**src/rtl/muldiv_seq.sv**
```systemverilog
// Iterative RV32M multiply/divide sequencer, one bit per cycle.
// Multiply: shift-and-add on operand magnitudes. Divide: restoring shift-and-subtract.
// Optional macro MULDIV_EARLY_OUT_EN: divide-by-zero and signed overflow finish
// on the accepting edge instead of running the full iteration loop.
module muldiv_seq #(
    parameter int unsigned WIDTH = 32
) (
    input  logic             i_clk,
    input  logic             i_rst,
    input  logic             i_valid,
    output logic             o_ready,
    input  logic [2:0]       i_op,
    input  logic [WIDTH-1:0] i_op1,
    input  logic [WIDTH-1:0] i_op2,
    input  logic             i_flush,
    output logic             o_valid,
    output logic [WIDTH-1:0] o_result
);

    localparam int unsigned CNT_W = (WIDTH > 1) ? $clog2(WIDTH) : 1;
    localparam int unsigned PW    = 2 * WIDTH;

    localparam logic [2:0] OP_MUL    = 3'b000;
    localparam logic [2:0] OP_MULH   = 3'b001;
    localparam logic [2:0] OP_MULHSU = 3'b010;
    localparam logic [2:0] OP_DIV    = 3'b100;
    localparam logic [2:0] OP_REM    = 3'b110;

    typedef enum logic [1:0] {
        ST_IDLE = 2'd0,
        ST_CALC = 2'd1,
        ST_FIX  = 2'd2,
        ST_DONE = 2'd3
    } state_t;

    state_t             state;
    state_t             state_nxt;
    logic [CNT_W-1:0]   cnt;
    logic [2:0]         op_q;
    logic [WIDTH-1:0]   acc_hi;     // product high half / partial remainder
    logic [WIDTH-1:0]   acc_lo;     // multiplier & product low half / dividend & quotient
    logic [WIDTH-1:0]   opb_q;      // multiplicand magnitude / divisor magnitude
    logic               neg_q;      // negate product or quotient
    logic               neg_r_q;    // negate remainder (follows dividend)
    logic               dz_q;       // divide by zero: quotient forced to all ones

    logic               accept;
    logic               s1_in;
    logic               s2_in;
    logic               neg1_in;
    logic               neg2_in;
    logic [WIDTH-1:0]   mag1_in;
    logic [WIDTH-1:0]   mag2_in;
    logic               dz_in;
    logic               early_in;
    logic [WIDTH-1:0]   early_res;

    logic [WIDTH:0]     mul_sum;
    logic [WIDTH:0]     r_sh;
    logic [WIDTH:0]     diff;
    logic [WIDTH-1:0]   acc_hi_nxt;
    logic [WIDTH-1:0]   acc_lo_nxt;

    logic [PW-1:0]      prod;
    logic [PW-1:0]      prod_s;
    logic [WIDTH-1:0]   quo_s;
    logic [WIDTH-1:0]   rem_s;
    logic [WIDTH-1:0]   fix_res;

    logic               ready_nxt;
    logic               valid_nxt;
    logic [WIDTH-1:0]   result_nxt;

    // Request decode: operand signedness, magnitudes and corner-case detection
    always_comb begin
        accept  = i_valid && (state == ST_IDLE) && !i_flush;
        s1_in   = (i_op == OP_MULH) || (i_op == OP_MULHSU) ||
                  (i_op == OP_DIV)  || (i_op == OP_REM);
        s2_in   = (i_op == OP_MULH) || (i_op == OP_DIV) || (i_op == OP_REM);
        neg1_in = s1_in && i_op1[WIDTH-1];
        neg2_in = s2_in && i_op2[WIDTH-1];
        mag1_in = neg1_in ? (~i_op1 + WIDTH'(1)) : i_op1;
        mag2_in = neg2_in ? (~i_op2 + WIDTH'(1)) : i_op2;
        dz_in   = i_op[2] && (i_op2 == '0);
`ifdef MULDIV_EARLY_OUT_EN
        early_in = dz_in ||
                   (i_op[2] && !i_op[0] &&
                    (i_op1 == {1'b1, {(WIDTH-1){1'b0}}}) && (i_op2 == '1));
        // REM/REMU take op1 on divide-by-zero and 0 on overflow; DIV/DIVU take all-ones or op1
        if (i_op[1]) begin
            early_res = dz_in ? i_op1 : '0;
        end else begin
            early_res = dz_in ? '1 : i_op1;
        end
`else
        early_in  = 1'b0;
        early_res = '0;
`endif
    end

    // One multiply or divide iteration on the shared accumulator pair
    always_comb begin
        mul_sum = {1'b0, acc_hi} + (acc_lo[0] ? {1'b0, opb_q} : '0);
        r_sh    = {acc_hi, acc_lo[WIDTH-1]};
        diff    = r_sh - {1'b0, opb_q};
        if (op_q[2]) begin
            if (!diff[WIDTH]) begin
                acc_hi_nxt = diff[WIDTH-1:0];
                acc_lo_nxt = {acc_lo[WIDTH-2:0], 1'b1};
            end else begin
                acc_hi_nxt = r_sh[WIDTH-1:0];
                acc_lo_nxt = {acc_lo[WIDTH-2:0], 1'b0};
            end
        end else begin
            acc_hi_nxt = mul_sum[WIDTH:1];
            acc_lo_nxt = {mul_sum[0], acc_lo[WIDTH-1:1]};
        end
    end

    // Sign fix-up and result selection
    always_comb begin
        prod   = {acc_hi, acc_lo};
        prod_s = neg_q   ? (~prod + PW'(1))      : prod;
        quo_s  = neg_q   ? (~acc_lo + WIDTH'(1)) : acc_lo;
        rem_s  = neg_r_q ? (~acc_hi + WIDTH'(1)) : acc_hi;
        case (op_q)
            3'b000:                 fix_res = prod_s[WIDTH-1:0];
            3'b001, 3'b010, 3'b011: fix_res = prod_s[PW-1:WIDTH];
            3'b100, 3'b101:         fix_res = dz_q ? '1 : quo_s;
            default:                fix_res = rem_s;
        endcase
    end

    // State register
    always_ff @(posedge i_clk or posedge i_rst) begin
        if (i_rst) begin
            state <= ST_IDLE;
        end else begin
            state <= state_nxt;
        end
    end

    // Next-state logic; flush returns to IDLE from anywhere
    always_comb begin
        state_nxt = state;
        if (i_flush) begin
            state_nxt = ST_IDLE;
        end else begin
            case (state)
                ST_IDLE: if (accept) state_nxt = early_in ? ST_DONE : ST_CALC;
                ST_CALC: if (cnt == CNT_W'(WIDTH - 1)) state_nxt = ST_FIX;
                ST_FIX:  state_nxt = ST_DONE;
                ST_DONE: state_nxt = ST_IDLE;
                default: state_nxt = ST_IDLE;
            endcase
        end
    end

    // Next values of the registered outputs
    always_comb begin
        ready_nxt  = (state_nxt == ST_IDLE);
        valid_nxt  = (state_nxt == ST_DONE);
        result_nxt = o_result;
        if (!i_flush) begin
            if (state == ST_FIX) begin
                result_nxt = fix_res;
            end else if (accept && early_in) begin
                result_nxt = early_res;
            end
        end
    end

    // Registered outputs
    always_ff @(posedge i_clk or posedge i_rst) begin
        if (i_rst) begin
            o_ready  <= 1'b1;
            o_valid  <= 1'b0;
            o_result <= '0;
        end else begin
            o_ready  <= ready_nxt;
            o_valid  <= valid_nxt;
            o_result <= result_nxt;
        end
    end

    // Operand latch on accept, iteration in CALC
    always_ff @(posedge i_clk or posedge i_rst) begin
        if (i_rst) begin
            cnt     <= '0;
            op_q    <= '0;
            acc_hi  <= '0;
            acc_lo  <= '0;
            opb_q   <= '0;
            neg_q   <= 1'b0;
            neg_r_q <= 1'b0;
            dz_q    <= 1'b0;
        end else if (accept) begin
            cnt     <= '0;
            op_q    <= i_op;
            acc_hi  <= '0;
            acc_lo  <= i_op[2] ? mag1_in : mag2_in;
            opb_q   <= i_op[2] ? mag2_in : mag1_in;
            neg_q   <= neg1_in ^ neg2_in;
            neg_r_q <= neg1_in;
            dz_q    <= dz_in;
        end else if (state == ST_CALC) begin
            cnt     <= cnt + CNT_W'(1);
            acc_hi  <= acc_hi_nxt;
            acc_lo  <= acc_lo_nxt;
        end
    end

endmodule

```
**config.mk**
```make
export PLATFORM = sky130hd
export DESIGN_NAME = muldiv_seq
export DESIGN_NICKNAME = d
export VERILOG_FILES = /design/src/rtl/muldiv_seq.sv
export SDC_FILE = /design/constraint.sdc
export NUM_CORES = 1
export LEC_CHECK = 0
export BUFFER_PORTS_ARGS = -buffer_cell sky130_fd_sc_hd__buf_2
export CORE_MARGIN = 4
export CORE_UTILIZATION = 45
export DETAILED_ROUTE_END_ITERATION = 16
export GPL_ROUTABILITY_DRIVEN = 0
export GPL_TIMING_DRIVEN = 0
export PLACE_DENSITY = 0.63
export SYNTH_ARGS = -nofsm -noshare
export SYNTH_HDL_FRONTEND = slang
export SYNTH_SLANG_ARGS = --single-unit
```
**constraint.sdc**
```tcl
create_clock -name i_clk -period 5.85 [get_ports i_clk]
set_input_delay 1.17 -clock i_clk [delete_from_list [all_inputs] [get_ports i_clk]]
set_output_delay 1.17 -clock i_clk [all_outputs]
set_load 0.02 [all_outputs]
```
==> flow_summary.toml <==
[cts]
cts-root-buf = "clkbuf_16"
hold_buffers = 0
cts_setup_buffers = 0
cts_made_buffers = 17
cts_buffer_depth = 2
clkTransAtPathRegs_ps = 70
cts_max_level = 4
cts_tree = "yes"
clk_latency_ps = 450
cts.sinks = 143
cts-resized-gates = 0

[setup_path]
end_kind = "register"
slowest_delay_ps = 600
worstReg2RegStart = "acc_lo[0]"
worst-setup-path-type = "reg -> reg"
start_kind = "register"
crit_slowest_cell = "a211oi_1"
crit_chain = "clkinv_1 > clkbuf_1 > nor2_1 > ha_1 > o21a_1 > a211oi_1 > nor4_1 > or3_1 > o21ai_1 > o21ai_0 > nand4_1 > mux2i_1 > a2111o_1"
arrival_ps = 5040
cp_max_fo = 10
rr_worst_depth = 13
rr_endpoint = "acc_hi[30]"
worst_ep_required_time_ps = 6170
rrSetupSlack_ps = 1130

[yosys]
synth_top_cell_by_area = "dfrtp_1"
synth_area_um2 = 14490
synth_nets = 2058
synth-simple-area-share_pct = 20.61
synth_warnings = 0
synthCells = 1915
synth_top_family_by_area = "compound AO/OA/AOI/OAI gates"
synth_fa_ha_area_share_pct = 6.321
async_reset_ff_share_pct = 100.0
synth_top_area_share_pct = 24.53
synth_xor_area_share_pct = 11.12
seq_area_frac_synth_pct = 24.71
synth-seq-cells = 143
yosysUniqueCellTypes = 86
synth_mux_area_share_pct = 4.016
synth_compound_area_share_pct = 27.56
synth.avg_cell_area_um2 = 7.566
ys.flop_type = "dfrtp_1"
synth_area_leaders = "dfrtp_1 (25%), o21ai_0 (6.9%), ha_1 (6.0%), nand2_1 (5.9%), xnor2_1 (5.8%)"
synth-edff-count = 0

[global_route]
antenna_found_initial = 0
grt_pass1_vias = 14863
grt_util_all_layers_pct = 31.75
grt_first_pass_wirelength_mm = 88.07
grt.overflow.total = 0
grt_max_degree = 79

[sta]
fmax_mhz = 211.7
rsz0062_at_grt = "false"
setup-tns-final_ps = 0
slew_headroom_pct = 33.32
period_share_pct = 80.74
slew_violations = 0
setup_viol = 0
skew_ps = 10.64
hold_viol_final = 0
period_needed_ps = 4723
tightest_slew_ps = 996.6

[final_layout]
antenna_cells = 0
final_nets = 2182
drive_above_1_share_pct = 8.528
layout_commonest_cell = "nand2_1"
final_cell_mix = "nand2_1 (227), o21ai_0 (199), nor2_1 (147)"
syn_to_final_growth_pct = 11.55

[die]
rows = 65
fp.dieW_um = 187.4
start_util_pct = 45.80
dieArea_um2 = 35130
io_pins = 105
die_height_um = 187.4
core_area_um2 = 31640

[route]
vias_per_cell = 6.419
drc_errors = 0
drtIter0Drc = 1841
wl_per_cell_um = 23.54
wirelength_mm = 57.76
vias = 15753
first_pass_iters = 6
ant_nets = 0

[power_and_ir_drop]
ir_drop_mv = 0.2484
power.total_mw = 7.544
power_density_nw_per_um2 = 466.8
leakagePower_nw = 6.880

[placement]
post-dp-hpwl_mm = 45.56
io_buffers = 103

[worst_hold_path]
hp-start = "o_result[0]"
min_path_cells = 2
holdPathEnd = "o_result[0]"
worstHoldPathType = "reg -> reg"

[run_status]
status = "finished, final reports clean"

[flow_run]
drv_cap = 0
-- critical path, delay by kind of cell (launching register included) --
family / cells / cell delay, ps
AO/OA/AOI/OAI: 5 / 1800
AND/OR/NAND/NOR: 4 / 1050
flip-flops: 1 / 520
buffers and inverters: 2 / 820
adder cells (fa/ha/maj): 1 / 310
multiplexers: 1 / 90
-- through the flow --
| stage | utilization (%) | cell area (um^2) | setup slack (ps) | cells | hold WS, ps |
|---|---|---|---|---|---|
| after floorplan | - | 14490 | 843.7 | 1915 | 449.8 |
| after global placement | 49.02 | 15510 | -1099 | 2420 | 459.6 |
| after detailed placement | 49.16 | 15550 | 1259 | 2422 | 466.6 |
| after CTS | 51.09 | 16160 | 1225 | 2454 | 481.0 |
| after global routing | 51.09 | 16160 | 888.3 | 2454 | 501.2 |
| final | 51.09 | 16160 | 1127 | 2454 | 474.6 |
-- registers in the layout, indices dropped and copies added, names as in the netlist --
register / cells
o_ready: 1
opb_q: 32
dz_q: 1
neg_q: 1
o_result: 32
o_valid: 1
state: 2
cnt: 5
acc_lo: 32
acc_hi: 32
neg_r_q: 1
op_q: 3
-- synthesized netlist by cell type (5+ instances only) --
master     number
o22ai_1         6
a221o_1         9
nor3_1         33
nor4_1         17
a2111oi_0       5
and2_1         13
or3_1          23
buf_1           9
nand4_1         7
nor2b_1        16
o41ai_1        14
a211oi_1       14
inv_1          69
and4_1          5
xnor2_1        96
a211o_1         7
a21oi_1       132
o31ai_1        20
o21a_1          8
o21ai_0       199
xor2_1         88
dfrtp_1       142
nand2b_1       17
a311oi_1        7
a22oi_1        20
o21bai_1        8
o221ai_1       32
nor2_1        147
o21ai_1        19
nand3_1        51
o211ai_1       33
a31oi_1        28
mux2i_1        57
clkbuf_1      121
nand2_1       227
or2_2           5
and3_1         14
nand4b_1        5
a21o_1         25
or4_1          14
ha_1           70
a221oi_1        6
-- power breakdown --
part,internal [mW],switching [mW],total (mW),leakage [nW]
clock,0.683,0.486,1.17,0.285
combinational,1.71,3.06,4.77,4.80
sequential,1.24,0.366,1.61,1.79
-- kinds of logic after synthesis --
logic type      after synthesis
flops                       143
xor+xnor                    184
compound gates              628
fa+ha+maj                    72
buf+inv                     210
mux                          58
simple gates                620
-- routing by layer --
metal  vias up  track usage [%]  part of all wire [%]  wire length, um
li1       7216                -                     -                -
met1      7422            43.66                    42            24250
met2       945            48.06                    42            24410
met3       168            5.823                    10             5767
met4         2            15.75                   5.7             3317
met5         -                0                 0.042               24
-- area by class of cell --
type | count | area [um^2]
sequential | 143 | 3580
timing repair buffer | 105 | 550.5
tap | 402 | 503.0
buffer | 138 | 549.3
inverter | 72 | 275.3
multi-input combinational | 1562 | 10100
fill | 3129 | 15470
clock inverter | 13 | 165.2
clock buffer | 19 | 442.9
-- how the worst max path moves through the flow --
stage,start,end,slack (ps),cells after the start
6_report,acc_lo[0],acc_hi[30],1130,13
5_1_grt,acc_lo[0],acc_hi[30],890,13
4_1_cts,acc_lo[0],acc_hi[30],1230,13
3_5_place_dp,acc_lo[0],acc_hi[30],1260,13
3_3_place_gp,i_rst,opb_q[17],-1100,2
2_1_floorplan,i_rst,acc_hi[0],840,1
Note: power is estimated with default switching activity, not from simulation.
